===== config.mk =====
export PLATFORM = sky130hd
export DESIGN_NAME = mem_copy_dma
export DESIGN_NICKNAME = d
export VERILOG_FILES = /design/src/rtl/mem_pkg.sv /design/src/rtl/mem_copy_dma.sv
export SDC_FILE = /design/constraint.sdc
export NUM_CORES = 1
export LEC_CHECK = 0
export CORE_AREA = 2 2 102 104
export DETAILED_ROUTE_END_ITERATION = 12
export DIE_AREA = 0 0 104 106
export PLACE_DENSITY = 0.76
export SLEW_MARGIN = 10
export SYNTH_ARGS = -nofsm -noshare
export SYNTH_HDL_FRONTEND = slang
export SYNTH_SLANG_ARGS = --single-unit

===== constraint.sdc =====
create_clock -name clk -period 3.1 [get_ports clk]
set_input_delay 0.465 -clock clk [delete_from_list [all_inputs] [get_ports clk]]
set_output_delay 0.465 -clock clk [all_outputs]
set_load 0.02 [all_outputs]

===== src/rtl/mem_pkg.sv =====
// Shared constants, FSM state type and region helper for the memory-copy DMA.
package mem_pkg;
    localparam int AW          = 14;
    localparam int DW          = 10;
    localparam int RAM_WORDS   = 8192;
    localparam int ROM_SEL_BIT = AW - 1;

    typedef enum logic [2:0] {IDLE, CHECK, RD, RWAIT, WR, FIN} dma_state_t;

    function automatic logic is_rom(input logic [AW-1:0] addr);
        return addr[ROM_SEL_BIT];
    endfunction
endpackage


===== src/rtl/mem_copy_dma.sv =====
// Block-copy bus initiator for the RAM/ROM memory port; defining MEM_DMA_FILL_EN
// adds a write-only fill mode (fill / fill_value ports).
module mem_copy_dma
    import mem_pkg::*;
(
    input  logic          clk,
    input  logic          rst_n,
    input  logic          start,
    input  logic [AW-1:0] src_addr,
    input  logic [AW-1:0] dst_addr,
    input  logic [AW-1:0] len,
`ifdef MEM_DMA_FILL_EN
    input  logic          fill,
    input  logic [DW-1:0] fill_value,
`endif
    output logic          busy,
    output logic          done,
    output logic          err,
    output logic [AW-1:0] mem_addr,
    output logic [DW-1:0] mem_wdata,
    output logic          mem_write,
    output logic          mem_read,
    input  logic [DW-1:0] mem_rdata
);

    dma_state_t    state_reg;
    logic [AW-1:0] src_reg;
    logic [AW-1:0] dst_reg;
    logic [AW-1:0] remain_reg;
    logic [AW:0]   dst_end;
`ifdef MEM_DMA_FILL_EN
    logic          fill_reg;
    logic [DW-1:0] fill_value_reg;
`endif

    // One extra bit so a range ending exactly at the top of RAM is not mistaken for wrap.
    assign dst_end = {1'b0, dst_reg} + {1'b0, remain_reg};

    always_ff @(posedge clk or negedge rst_n) begin
        if (!rst_n) begin
            state_reg  <= IDLE;
            src_reg    <= '0;
            dst_reg    <= '0;
            remain_reg <= '0;
            busy       <= 1'b0;
            done       <= 1'b0;
            err        <= 1'b0;
            mem_addr   <= '0;
            mem_wdata  <= '0;
            mem_write  <= 1'b0;
            mem_read   <= 1'b0;
`ifdef MEM_DMA_FILL_EN
            fill_reg       <= 1'b0;
            fill_value_reg <= '0;
`endif
        end else begin
            case (state_reg)
                IDLE: begin
                    if (start) begin
                        src_reg    <= src_addr;
                        dst_reg    <= dst_addr;
                        remain_reg <= len;
                        busy       <= 1'b1;
                        state_reg  <= CHECK;
`ifdef MEM_DMA_FILL_EN
                        fill_reg       <= fill;
                        fill_value_reg <= fill_value;
`endif
                    end
                end
                CHECK: begin
                    if (is_rom(dst_reg) || dst_end > (AW+1)'(RAM_WORDS)) begin
                        err       <= 1'b1;
                        done      <= 1'b1;
                        state_reg <= FIN;
                    end else if (remain_reg == '0) begin
                        done      <= 1'b1;
                        state_reg <= FIN;
                    end else begin
`ifdef MEM_DMA_FILL_EN
                        if (fill_reg) begin
                            mem_addr  <= dst_reg;
                            mem_wdata <= fill_value_reg;
                            mem_write <= 1'b1;
                            state_reg <= WR;
                        end else begin
                            mem_addr  <= src_reg;
                            mem_read  <= 1'b1;
                            state_reg <= RD;
                        end
`else
                        mem_addr  <= src_reg;
                        mem_read  <= 1'b1;
                        state_reg <= RD;
`endif
                    end
                end
                RD: begin
                    mem_read <= 1'b0;
                    // ROM data is combinational, so it is already valid in the RD cycle.
                    if (is_rom(src_reg)) begin
                        mem_addr  <= dst_reg;
                        mem_wdata <= mem_rdata;
                        mem_write <= 1'b1;
                        state_reg <= WR;
                    end else begin
                        state_reg <= RWAIT;
                    end
                end
                RWAIT: begin
                    mem_addr  <= dst_reg;
                    mem_wdata <= mem_rdata;
                    mem_write <= 1'b1;
                    state_reg <= WR;
                end
                WR: begin
                    src_reg    <= src_reg + AW'(1);
                    dst_reg    <= dst_reg + AW'(1);
                    remain_reg <= remain_reg - AW'(1);
                    if (remain_reg == AW'(1)) begin
                        mem_write <= 1'b0;
                        done      <= 1'b1;
                        state_reg <= FIN;
                    end else begin
`ifdef MEM_DMA_FILL_EN
                        if (fill_reg) begin
                            mem_addr  <= dst_reg + AW'(1);
                            mem_wdata <= fill_value_reg;
                        end else begin
                            mem_write <= 1'b0;
                            mem_addr  <= src_reg + AW'(1);
                            mem_read  <= 1'b1;
                            state_reg <= RD;
                        end
`else
                        mem_write <= 1'b0;
                        mem_addr  <= src_reg + AW'(1);
                        mem_read  <= 1'b1;
                        state_reg <= RD;
`endif
                    end
                end
                FIN: begin
                    done      <= 1'b0;
                    err       <= 1'b0;
                    busy      <= 1'b0;
                    state_reg <= IDLE;
                end
                default: state_reg <= IDLE;
            endcase
        end
    end

endmodule


==> flow_metrics.env, run 1 <==
export IMPL_status="finished clean"
export IMPL_finalCritPeriodShare=0.995
export IMPL_power_leakage_nw=2.52
export IMPL_diodes=0
export IMPL_syn_cell_area_um2=4690
export IMPL_r2r_slack_ps=20
export IMPL_place_area_um2=5870
export IMPL_detail_route_first_pass_iterations=7
export IMPL_r2r_end="state_reg[0]"
export IMPL_r2r_start="dst_reg[0]"
export IMPL_clockBufferDepth=2
export IMPL_gp_congestion=0.887
export IMPL_cts_sinks=74
export IMPL_area_growth_pct=30.5
export IMPL_coreArea_um2=10000
export IMPL_grt_usage=0.254
export IMPL_cts_made_buffers=9
export IMPL_max_slew_margin_rel=0.295
export IMPL_finalSetupViolCount=0
export IMPL_synth_edf_count=0
export IMPL_yosysSeqAreaShare=0.394
export IMPL_syn_num_nets=592
export IMPL_fillers=897
export IMPL_powerDensity_nw_per_um2=1220
export IMPL_fin_skew_ps=12.5
export IMPL_finalNetCount=697
export IMPL_vias_per_cell=6.02
export IMPL_die_w_um=104
export IMPL_maxSlewViolCount=0
export IMPL_rows=37
export IMPL_irDropWorstVdd_uv=543
export IMPL_max_cap_violations=0
export IMPL_drive_gt1_frac=0.151
export IMPL_synth_seq_cells=74
export IMPL_dp_slack_ps=-3.32
export IMPL_ant_nets=0
export IMPL_die_h_um=106
export IMPL_r2r_cells=11
export IMPL_wl_per_cell_um=17.9
export IMPL_drc=0
export IMPL_clk_latency_ps=370
export IMPL_ios=84
export IMPL_grt_pass1_vias=4541
export IMPL_synth_flop_cell="dfrtp_1"
export IMPL_port_buffers=83
export IMPL_antenna_found_initial=0
export IMPL_avgSynthCellArea_um2=9.06
export IMPL_die_area_um2=11000
export IMPL_async_flop_share=1.00
export IMPL_stdcell_area_um2=6120
export IMPL_min_period_ps=3080
export IMPL_arrival_ps=3340
export IMPL_cts_htree_levels=3
export IMPL_hold_class="in -> async"
export IMPL_tightest_slew_ps=1050
export IMPL_drt_iter0_markers=279
export IMPL_ys_types=59
export IMPL_fmax_mhz=324
export IMPL_post_dp_hpwl_um=9870
export IMPL_dr_total_vias=4602
export IMPL_yosysWarnings=0
export IMPL_fin_ws_ps=16.8
export IMPL_hold_buffers=0
export IMPL_grt_remaining_overflow=0
export IMPL_clk_pin_slew_ps=90
export IMPL_start_util=0.469
export IMPL_rsz0062_at_grt="true"
export IMPL_hold_viol=0
export IMPL_synthCells=518
export IMPL_root_buffer="clkbuf_8"
export IMPL_cts_tree="yes"
export IMPL_crit_path_end_kind="register"
export IMPL_cp_data_required_time_ps=3360
export IMPL_critPathLaunchType="register"
export IMPL_grt_pass1_wl_um=22500
export IMPL_crit_fanout=3
export IMPL_wirelength_um=13700
export IMPL_grt_start_max_net_pins=75
export IMPL_critPathKind="reg -> reg"
-- Yosys cell counts, drive strengths merged (2+ instances only) --
cell type / number / area, um2
and3: 8 / 50.1
nand2b: 4 / 25.0
nand3b: 5 / 37.5
nor3: 26 / 130
a22oi: 2 / 15.0
a211o: 2 / 17.5
a221o: 15 / 150
a41oi: 3 / 26.3
or4: 3 / 26.3
dfrtp: 74 / 1850
a2111oi: 3 / 38.8
o21a: 5 / 37.5
a21oi: 35 / 179
nand3: 19 / 95.1
o41ai: 2 / 36.3
a21o: 3 / 22.5
inv: 13 / 48.8
a211oi: 12 / 95.1
nand2: 53 / 199
mux2i: 5 / 50.1
nor2: 59 / 221
a31oi: 5 / 31.3
clkbuf: 19 / 71.3
xor2: 5 / 43.8
o21ai: 32 / 160
ha: 18 / 225
mux2: 21 / 263
buf: 5 / 26.3
o22ai: 3 / 18.8
nor2b: 2 / 12.5
or3: 7 / 48.8
nor3b: 3 / 22.5
nand4: 6 / 37.5
o221a: 4 / 45.0
a311oi: 6 / 52.6
o311ai: 6 / 52.6
o211ai: 10 / 75.1
nor4: 3 / 33.8
-- what timing repair did --
item / 4_1_cts / 5_1_grt
gates cloned: 0 / 0
setup buffers: 0 / 1
setup endpoints to repair: 8 / 16
pin swaps: 0 / 3
gates resized for setup: 3 / 8
-- layout by cell type (no fill, tap or decap), types with 4 or more instances in the layout --
master / count
clkdlybuf4s50_1: 82
dfrtp_1: 73
nor2_1: 58
nand2_1: 52
a21oi_1: 34
buf_4: 34
o21ai_0: 30
nor3_1: 26
nand3_1: 19
ha_1: 16
a221o_1: 15
mux2_2: 14
inv_1: 13
o211ai_1: 10
a211oi_1: 10
clkbuf_8: 10
and3_1: 8
mux2_4: 7
nand4_1: 6
or3_1: 6
a311oi_1: 6
o311ai_0: 6
o21a_1: 5
mux2i_1: 5
nand3b_1: 5
a31oi_1: 5
nand2b_1: 4
xor2_1: 4
o221a_2: 4
-- metal layers --
metal | up-vias | track usage | routed length, um
li1 | 2181 | - | -
met1 | 2190 | 0.345 | 6090
met2 | 202 | 0.389 | 6220
met3 | 29 | 0.0638 | 1020
met4 | 0 | 0.107 | 324
met5 | - | 0 | 0
-- where the power goes --
| group | switching, W | internal, W | total, W |
|---|---|---|---|
| combinational | 0.00252 | 0.00220 | 0.00472 |
| sequential | 0.000503 | 0.00145 | 0.00195 |
| clock | 0.000403 | 0.000402 | 0.000805 |
| total | 0.00342 | 0.00405 | 0.00747 |
-- how the worst max path moves through the flow --
stage / startpoint / end / slack [ps] / cells past startpoint
2_1_floorplan: dst_reg[0] / mem_addr[0] / 20 / 11
3_3_place_gp: dst_reg[0] / done / 40 / 11
3_5_place_dp: dst_reg[0] / done / -3 / 11
4_1_cts: dst_reg[0] / done / 7 / 12
5_1_grt: dst_reg[0] / mem_addr[2] / -110 / 11
6_report: dst_reg[0] / state_reg[0] / 20 / 11
-- logic make-up (layout without fill, tap and decap cells) --
family          after synthesis  count (layout)  share of synthesized area
fa+ha+maj                    19              19                     0.0522
xor+xnor                      5               5                    0.00933
simple gates                199             199                      0.202
compound gates              158             158                      0.244
flops                        74              74                      0.394
buf+inv                      37             147                     0.0312
mux                          26              26                     0.0666
-- worst max-delay path, cell delays in order (launching register included) --
cell and delay, ps:
dfrtp_1 400, ha_2 210, fa_2 390, a211oi_4 300, o21ai_1 120, xor2_1 170
a2111oi_2 280, nand4_1 200, o41ai_4 290, buf_4 190, a41oi_1 120, a211o_1 320
-- metrics by stage --
step / setup TNS, ps / util / instances / hold slack (ps) / total power, W
5_1_grt: -1180 / 0.612 / 764 / 335 / 0.00803
2_1_floorplan: 0 / - / 518 / 169 / 0.00489
4_1_cts: 0 / 0.608 / 763 / 281 / 0.00735
6_report: 0 / 0.612 / 764 / 251 / 0.00747
3_3_place_gp: 0 / 0.587 / 747 / 490 / 0.00641
3_5_place_dp: -3.32 / 0.587 / 747 / 495 / 0.00649
-- area by class of cell --
cell class                 instances  area [um2]  share of cell area
tap                              136         170              0.0278
timing repair buffer             118        1110               0.181
clock buffer                      10         138              0.0225
inverter                          13        48.8             0.00797
clock inverter                     6        72.6              0.0118
multi-input combinational        407        2740               0.447
sequential                        74        1850               0.303
No activity file was read; power rests on OpenSTA's default activity.
==> run 2, diff against run 1 <==
--- a/config.mk
+++ b/config.mk
@@ -6,6 +6,7 @@
 export NUM_CORES = 1
 export LEC_CHECK = 0
 export CORE_AREA = 2 2 102 104
+export CTS_CLUSTER_SIZE = 8
 export DETAILED_ROUTE_END_ITERATION = 12
 export DIE_AREA = 0 0 104 106
 export PLACE_DENSITY = 0.76
==> constraint.sdc (replaced) <==
create_clock -name clk -period 2.7 [get_ports clk]
set_input_delay 0.405 -clock clk [delete_from_list [all_inputs] [get_ports clk]]
set_output_delay 0.405 -clock clk [all_outputs]
set_load 0.02 [all_outputs]
==> run 2 against run 1 <==
  * The flow now finishes with violations (negative setup slack)
  * Utilization is 3.3 points higher
  * Sequential share of layout area is 1.5 points lower
  * Sequential cell count stayed put
  * Global-route usage is 1.9 points higher
  * Non-clock buffer count is 37 higher
  * Power is 22% higher
  * First-iteration DRC count is 31% higher
  * Register-to-register slack worse by 430 ps
  * Worst hold slack worse by 250 ps
  * Clock power is 21% higher
  * Clock-buffer cell count stayed put
  * Combinational power is 27% higher
  * Critical path type unchanged
  * Largest cell class unchanged
==> flow_metrics.env, run 2 (synthesized netlist as in run 1, its figures left out) <==
export IMPL_status="complete, but fails checks"
export IMPL_violations="negative setup slack"
export IMPL_finalCritPeriodShare=1.15
export IMPL_dp_slack_ps=-344
export IMPL_min_period_ps=3110
export IMPL_clockBufferDepth=2
export IMPL_r2r_cells=11
export IMPL_dr_total_vias=4832
export IMPL_wl_per_cell_um=18.4
export IMPL_tightest_slew_ps=569
export IMPL_path_cells="ha_4 -> fa_2 -> xor2_1 -> a2111oi_2 -> nand3b_1 -> a2111oi_4 -> nand4_1 -> o41ai_4 -> a21oi_2 -> buf_12 -> mux2_4"
export IMPL_p_comb_frac=0.654
export IMPL_cts_sinks=74
export IMPL_post_dp_hpwl_um=11000
export IMPL_antenna_found_initial=0
export IMPL_die_w_um=104
export IMPL_grt_usage=0.273
export IMPL_start_util=0.469
export IMPL_critPathLaunchType="register"
export IMPL_power_switching_w=0.00409
export IMPL_critPathSlowestCell="dfrtp_2"
export IMPL_cts_made_buffers=9
export IMPL_ios=84
export IMPL_holdWs_ps=0.279
export IMPL_grt_pass1_wl_um=23900
export IMPL_gp_congestion=0.900
export IMPL_ant_nets=0
export IMPL_power_leakage_nw=2.71
export IMPL_crit_path_end_kind="register"
export IMPL_maxSlewViolCount=0
export IMPL_grt_remaining_overflow=0
export IMPL_switching_share=0.447
export IMPL_fmax_mhz=322
export IMPL_grt_pass1_vias=4866
export IMPL_grt_start_max_net_pins=36
export IMPL_drive_gt1_frac=0.200
export IMPL_hold_buffers=0
export IMPL_fin_ws_ps=-410
export IMPL_drt_iter0_markers=365
export IMPL_cts_tree="yes"
export IMPL_max_cap_violations=0
export IMPL_coreArea_um2=10000
export IMPL_hold_class="in -> async"
export IMPL_cts_htree_levels=3
export IMPL_area_growth_pct=37.5
export IMPL_final_common_cell="clkdlybuf4s50_1"
export IMPL_rows=37
export IMPL_diodes=0
export IMPL_die_h_um=106
export IMPL_finalSetupViolCount=20
export IMPL_rsz0062_at_grt="true"
export IMPL_detail_route_first_pass_iterations=5
export IMPL_arrival_ps=3370
export IMPL_max_slew_margin_rel=0.620
export IMPL_pwr_share_seq=0.239
export IMPL_port_buffers=83
export IMPL_fin_skew_ps=8.64
export IMPL_powerDensity_nw_per_um2=1420
export IMPL_root_buffer="clkbuf_8"
export IMPL_critPathKind="reg -> reg"
export IMPL_pwr_share_clk=0.107
export IMPL_clk_pin_slew_ps=90
export IMPL_vias_per_cell=6.03
export IMPL_wirelength_um=14700
export IMPL_hold_viol=0
export IMPL_final_cell_mix="82 x clkdlybuf4s50_1, 72 x dfrtp_1, 71 x buf_4"
export IMPL_die_area_um2=11000
export IMPL_irDropWorstVdd_uv=808
export IMPL_cp_data_required_time_ps=2960
export IMPL_clk_latency_ps=370
export IMPL_finalNetCount=734
export IMPL_drc=0
export IMPL_internal_power_w=0.00505
export IMPL_cp_slowest_stage_delay_ps=430
export IMPL_crit_fanout=14
## run 2: critical path: cells and delay by family, from the launching register on
family / cells / cell delay, ps
AO/OA/AOI/OAI: 4 / 990
adder cells (fa/ha/maj): 2 / 550
flip-flops: 1 / 430
AND/OR/NAND/NOR: 2 / 390
multiplexers: 1 / 300
XOR/XNOR: 1 / 170
buffers and inverters: 1 / 170
## run 2: path summary, 6_finish.rpt
check	startpoint	to	slack, ps
setup / recovery	remain_reg[0]	mem_addr[2]	-410
hold / removal	rst_n	dst_reg[2]	0.3
setup reg to reg	remain_reg[0]	mem_addr[2]	-410
hold reg to reg	mem_wdata[0]	mem_wdata[0]	510
max in group asynchronous	rst_n	mem_wdata[1]	2010
min in group clk	mem_wdata[0]	mem_wdata[0]	510
## run 2: layout make-up
class	count	area (um2)
well taps	136	170
multi-input cells	407	2770
repair buffers	155	1390
fillers	856	3550
flip-flops and latches	74	1850
clock inverters	6	90.1
inverters	13	48.8
clock buffers	10	128
## run 2: power groups by stage
| stage | clock [W] | sequential, W | combinational [W] |
|---|---|---|---|
| final | 0.000977 | 0.00219 | 0.00598 |
| after global placement | 0 | 0.00217 | 0.00566 |
| after global routing | 0.00104 | 0.00226 | 0.00647 |
| after detailed placement | 0 | 0.00220 | 0.00579 |
| after CTS | 0.000988 | 0.00218 | 0.00584 |
| after floorplan | 0 | 0.00241 | 0.00328 |
## run 2: timing repair
item                                    4_1_cts  5_1_grt
buffers inserted                              0        1
endpoints found under the setup margin       20       20
gates resized for setup                       2        5
pin swaps                                     1        1
## run 2: through the flow
stage               setup TNS [ps]  cells  area (um2)  utilization  power (W)
CTS                          -5590    800        6420        0.642    0.00901
detailed placement           -5280    784        6200        0.620    0.00799
finish                       -6760    801        6450        0.645    0.00914
global placement             -4780    784        6200        0.620    0.00783
floorplan                    -2230    518        4740            -    0.00569
global route                 -8790    801        6450        0.645    0.00977
## run 2: metal layers
| metal | wire, um | vias to the layer above | track usage |
|---|---|---|---|
| met4 | 325 | 0 | 0.112 |
| met1 | 6420 | 2350 | 0.357 |
| met3 | 1020 | 32 | 0.0607 |
| li1 | - | 2252 | - |
| met5 | 0 | - | 0 |
| met2 | 6960 | 198 | 0.440 |
